File: src/rtl/pitchfall_sched.sv
// Time-multiplexed pitch-fall engine: one timer adder and threshold compare
// shared round-robin across VOICES channels, with per-voice state in arrays.
module pitchfall_sched #(
    parameter int unsigned VOICES   = 4,
    parameter int unsigned TIMER_W  = 26,
    parameter int unsigned THRESH   = 2097120,
    parameter int unsigned MAX_FALL = 24
) (
    input  logic                        clk,
    input  logic                        reset_n,
    input  logic                        en,
    input  logic [3:0]                  speed,
    input  logic [VOICES-1:0]           note_on,
    input  logic [VOICES-1:0]           note_repeat,
    input  logic [7*VOICES-1:0]         note_start,
    output logic [7*VOICES-1:0]         fall_amount,
    output logic [VOICES-1:0]           fall_step,
    output logic [$clog2(VOICES)-1:0]   slot
);

    localparam int unsigned SLOT_W = $clog2(VOICES);
    localparam int unsigned NOTE_W = 7;

    localparam logic [SLOT_W-1:0]  LAST_SLOT  = SLOT_W'(VOICES - 1);
    localparam logic [TIMER_W-1:0] THRESH_V   = TIMER_W'(THRESH);
    localparam logic [TIMER_W-1:0] TIMER_INIT = TIMER_W'(1);
    localparam logic [NOTE_W-1:0]  MAX_FALL_V = NOTE_W'(MAX_FALL);

    typedef enum logic {
        S_IDLE    = 1'b0,
        S_FALLING = 1'b1
    } state_t;

    state_t              state_q [VOICES];
    logic [TIMER_W-1:0]  timer_q [VOICES];
    logic [NOTE_W-1:0]   fall_q  [VOICES];
    logic [NOTE_W-1:0]   note_q  [VOICES];
    logic                rep_q   [VOICES];
    logic [SLOT_W-1:0]   slot_q;

    logic [NOTE_W-1:0]   note_in [VOICES];

    // Unpack the flat note bus and repack the per-voice fall registers.
    for (genvar g = 0; g < int'(VOICES); g++) begin : g_voice_io
        assign note_in[g]                       = note_start[g*NOTE_W +: NOTE_W];
        assign fall_amount[g*NOTE_W +: NOTE_W]  = fall_q[g];
    end

    assign slot = slot_q;

    // View of the voice being serviced this cycle.
    state_t             cur_state;
    logic [TIMER_W-1:0] cur_timer;
    logic [NOTE_W-1:0]  cur_fall;
    logic [NOTE_W-1:0]  cur_note;
    logic               cur_rep;
    logic               cur_on;
    logic               cur_rpt;
    logic [NOTE_W-1:0]  cur_start;
    logic [TIMER_W-1:0] timer_inc;

    assign cur_state = state_q[slot_q];
    assign cur_timer = timer_q[slot_q];
    assign cur_fall  = fall_q[slot_q];
    assign cur_note  = note_q[slot_q];
    assign cur_rep   = rep_q[slot_q];
    assign cur_on    = note_on[slot_q];
    assign cur_rpt   = note_repeat[slot_q];
    assign cur_start = note_in[slot_q];
    assign timer_inc = TIMER_INIT << speed;

    // Scheduler plus the per-voice FSM; only voice[slot_q] is touched per cycle.
    always_ff @(posedge clk or negedge reset_n) begin
        if (!reset_n) begin
            slot_q    <= '0;
            fall_step <= '0;
            for (int v = 0; v < int'(VOICES); v++) begin
                state_q[v] <= S_IDLE;
                timer_q[v] <= TIMER_INIT;
                fall_q[v]  <= '0;
                note_q[v]  <= '0;
                rep_q[v]   <= 1'b0;
            end
        end else begin
            fall_step <= '0;
            if (en) begin
                slot_q <= (slot_q == LAST_SLOT) ? '0 : slot_q + SLOT_W'(1);

                if (!cur_on) begin
                    // Release: fall_amount holds, note memory is cleared.
                    state_q[slot_q] <= S_IDLE;
                    note_q[slot_q]  <= '0;
                    if (cur_note == cur_start) begin
                        rep_q[slot_q] <= cur_rpt;
                    end
                end else if (cur_state == S_IDLE) begin
                    if ((cur_start != cur_note) || cur_rep) begin
                        state_q[slot_q] <= S_FALLING;
                        fall_q[slot_q]  <= '0;
                        timer_q[slot_q] <= TIMER_INIT;
                        note_q[slot_q]  <= cur_start;
                        rep_q[slot_q]   <= 1'b0;
                    end
                end else if ((cur_start != cur_note) || cur_rpt) begin
                    // New note or retrigger: drop to IDLE, re-arm on the next visit.
                    state_q[slot_q] <= S_IDLE;
                    rep_q[slot_q]   <= cur_rpt;
                end else if (cur_fall < MAX_FALL_V) begin
                    if (cur_timer > THRESH_V) begin
                        fall_q[slot_q]    <= cur_fall + NOTE_W'(1);
                        timer_q[slot_q]   <= TIMER_INIT;
                        fall_step[slot_q] <= 1'b1;
                    end else begin
                        timer_q[slot_q] <= cur_timer + timer_inc;
                    end
                end
            end
        end
    end

endmodule

File: config.mk
export PLATFORM = sky130hd
export DESIGN_NAME = pitchfall_sched
export DESIGN_NICKNAME = d
export VERILOG_FILES = /design/src/rtl/pitchfall_sched.sv
export SDC_FILE = /design/constraint.sdc
export NUM_CORES = 1
export LEC_CHECK = 0
export ABC_AREA = 1
export CAP_MARGIN = 20
export CORE_MARGIN = 2
export CORE_UTILIZATION = 45
export CTS_CLUSTER_DIAMETER = 30
export DETAILED_ROUTE_END_ITERATION = 10
export HOLD_SLACK_MARGIN = 0.12
export PLACE_DENSITY_LB_ADDON = 0.05
export SYNTH_ARGS = -nofsm -noshare
export SYNTH_HDL_FRONTEND = slang
export SYNTH_SLANG_ARGS = --single-unit
File: constraint.sdc
create_clock -name clk -period 4.53 [get_ports clk]
set_clock_uncertainty 0.15 [all_clocks]
set_input_delay 0.906 -clock clk [delete_from_list [all_inputs] [get_ports clk]]
set_output_delay 0.906 -clock clk [all_outputs]
set_load 0.02 [all_outputs]
==> results of run 1 <==
-- worst reg2reg max path: stages (launching register included) --
cell and delay [ns]:
dfrtp_4 0.61, clkinv_2 0.28, buf_4 0.24, buf_4 0.25
nand2_1 0.08, nand3_1 0.08, nand2_1 0.14, nor2_1 0.24
nand2_1 0.14, nor2_1 0.13, nand3_2 0.10, nand2_2 0.29
nand3_1 0.31, nand2_4 0.41, inv_2 0.28, nand2_1 0.14
nand2_1 0.05
-- area by class of cell --
type,count,area [µm²]
fill,2886,13400
multi-input combinational,1661,7440
clock inverter,15,211
sequential,174,4360
tap,378,473
timing repair buffer,119,1150
clock buffer,17,425
inverter,134,504
-- layer usage --
layer,up-vias,share of wire [%]
met5,-,0
met4,0,0.92
met3,37,7.9
met2,503,44
met1,6364,47
li1,6673,-
-- layout by cell type (no fill, tap or decap), drive strengths merged, types with 17 or more instances in the layout --
cell type	Yosys	final
nand3	243	243
ha	21	21
clkbuf	44	17
o21ai	78	78
nand2	967	967
a21oi	32	32
o31ai	26	26
nand4	23	23
inv	130	135
nor2	180	180
nand3b	35	35
dfrtp	170	170
clkdlybuf4s50	0	75
buf	75	44
-- stage by stage --
stage / util (%) / power, mW
2_1_floorplan: - / 6.80
3_3_place_gp: 49.9 / 8.88
3_5_place_dp: 49.9 / 8.94
4_1_cts: 52.1 / 10.6
5_1_grt: 52.1 / 11.5
6_report: 52.1 / 10.7
-- final timing paths --
path | startpoint | cells past startpoint | slack (ns) | to
min in group asynchronous | reset_n | 1 | 0.34 | note_q[10]
hold reg to reg | flip-flop | 2 | 0.33 | flip-flop
setup reg to reg | slot[0] | 16 | 0.49 | timer_q[68]
setup / recovery | slot[0] | 16 | 0.49 | timer_q[68]
max in group asynchronous | reset_n | 2 | 2.97 | timer_q[21]
hold / removal | flip-flop | 2 | 0.33 | flip-flop
-- logic make-up (layout without fill, tap and decap cells) --
| logic type | after synthesis | count (layout) | share of synthesized area, % |
|---|---|---|---|
| AOI/OAI and AO/OA | 167 | 167 | 7.65 |
| and+or+nand+nor | 1461 | 1461 | 47.1 |
| xor gates and xnor gates | 11 | 11 | 0.749 |
| buffers and inverters | 253 | 285 | 8.37 |
| DFF | 174 | 174 | 33.9 |
| adders and majority gates | 22 | 22 | 2.20 |
-- power by group through the flow --
| stage | Sequential (mW) | Clock (mW) | Combinational [mW] |
|---|---|---|---|
| 2_1_floorplan | 2.56 | 0 | 4.24 |
| 3_3_place_gp | 2.57 | 0 | 6.31 |
| 3_5_place_dp | 2.58 | 0 | 6.36 |
| 4_1_cts | 2.56 | 1.63 | 6.39 |
| 5_1_grt | 2.64 | 1.69 | 7.13 |
| 6_report | 2.57 | 1.61 | 6.49 |
-- flip-flops by register name, summed over array words and instances, names as in the netlist, named ones only --
register     flops
note_q          28
slot             2
rep_q            4
fall_amount     28
fall_step        4
timer_q        104
==> metrics.yaml, run 1 <==
drc_errors: 0
synth_area_leaders: "dfrtp_1, nand2_1, nand3_1, nor2_1, inv_1"
cp-start-kind: "flip-flop"
worstPathCellList: "clkinv_2 > buf_4 > buf_4 > nand2_1 > nand3_1 > nand2_1 > nor2_1 > nand2_1 > nor2_1 > nand3_2 > nand2_2 > nand3_1 > nand2_4 > inv_2 > nand2_1 > nand2_1"
worst-path-buf-inv: 4
layout-drive-gt1-share_pct: 5.05
ir_drop_uv: 422
hold-worst-slack_ns: 0.328
cp.arrival_ns: 4.24
grt_pass1_vias: 12642
io_pins: 77
post_dp_cell_area_um2: 13900
synthFlopType: "dfrtp_1"
switching_share_pct: 55.3
rsz0062_at_grt: "false"
top_usage_layer: "met2"
fmax_mhz: 248
critPathKind: "flip-flop to flip-flop"
layout.cells.non_filler: 2498
finalHoldViolCount: 0
cts-root-buf: "clkbuf_16"
power_frac_clock_pct: 15.1
synth.net_count: 2153
cp_slowest_cell: "dfrtp_4"
p_per_area_nw_per_um2: 733
synth_edf_count: 0
cp_max_fo: 28
clockBufferDepth: 2
crit_family: "simple AND/OR/NAND/NOR gates"
critPathCaptureType: "flip-flop"
hold_path.class: "flip-flop to flip-flop"
cp.required_ns: 4.73
drtAntennaViolNets: 0
ys_seq_area_share_pct: 33.9
ctsResizeCount: 0
tritoncts: "built"
synth-seq-cells: 174
combPwrFrac_pct: 60.8
yosysMostFrequentCell: "nand2_1"
die-area_um2: 30000
path_common_cell: "nand2_1"
power_frac_seq_pct: 24.1
initial_utilization_pct: 46.1
power.switching_mw: 5.90
pre_cts_slack_ns: 0.383
drv_slew: 0
leakagePower_nw: 7.54
wire_per_inst_um: 17.3
num_vias: 13577
fp.dieH_um: 173
die_w_um: 173
place_inst: 2466
hold_buffers: 0
fin_setup_tns_ns: 0
drt_wl_total_um: 43200
p_int_mw: 4.77
synth_area_leader_cell: "dfrtp_1"
layout.nets: 2172
portBuffers: 76
ys_warn_count: 0
grt_pass1_wl_um: 69400
cts.htree.levels: 4
design_area_um2: 14600
grt_max_degree: 87
worstMarginPinSlew_ns: 0.844
clock_sinks: 174
vias_per_cell: 5.44
path_clk_slew_ns: 0.08
synth_cells: 2088
grt_antenna_before_repair: 0
setup_ws_ns: 0.491
status: "finished, final reports clean"
track_usage_pct: 28.8
cts_setup_buffers: 0
met3_usage_pct: 5.04
setup_viol: 0
layout-area-overhead-vs-synth_pct: 13.2
use_met1_pct: 42.5
min_period_ns: 4.04
antenna_cells: 0
synth-async-reset-ratio_pct: 100
max-cap-violations: 0
ys_top_cells_by_count: "nand2_1, nand3_1, nor2_1"
cts_inserted_buffers: 17
max_stage_delay_ns: 0.61
finalCritPeriodShare_pct: 89.2
maxSlewHeadroom_pct: 43.7
syn-cell-area_um2: 12900
core-area_um2: 27900
drtIter0Drc: 1494
placement_rows: 61
drt-pass1-iter-count: 6
grt_overflow: 0
gp_congestion: 0.929
synth.top_cell.area_share_pct: 33.1
grt_use_met2_pct: 44.7
yosysUniqueCellTypes: 41
dpl.hpwl_um: 28500
syn_area_per_cell_um2: 6.16
clkLatencyLatePin_ns: 0.46
No activity file was read; power rests on OpenSTA's default activity.
==> inputs of run 2 (changes only) <==
Settings changed: TNS_END_PERCENT set to 100.
==> results of run 2 <==
No change in the layout: final DEF, timing and power equal those of run 1.
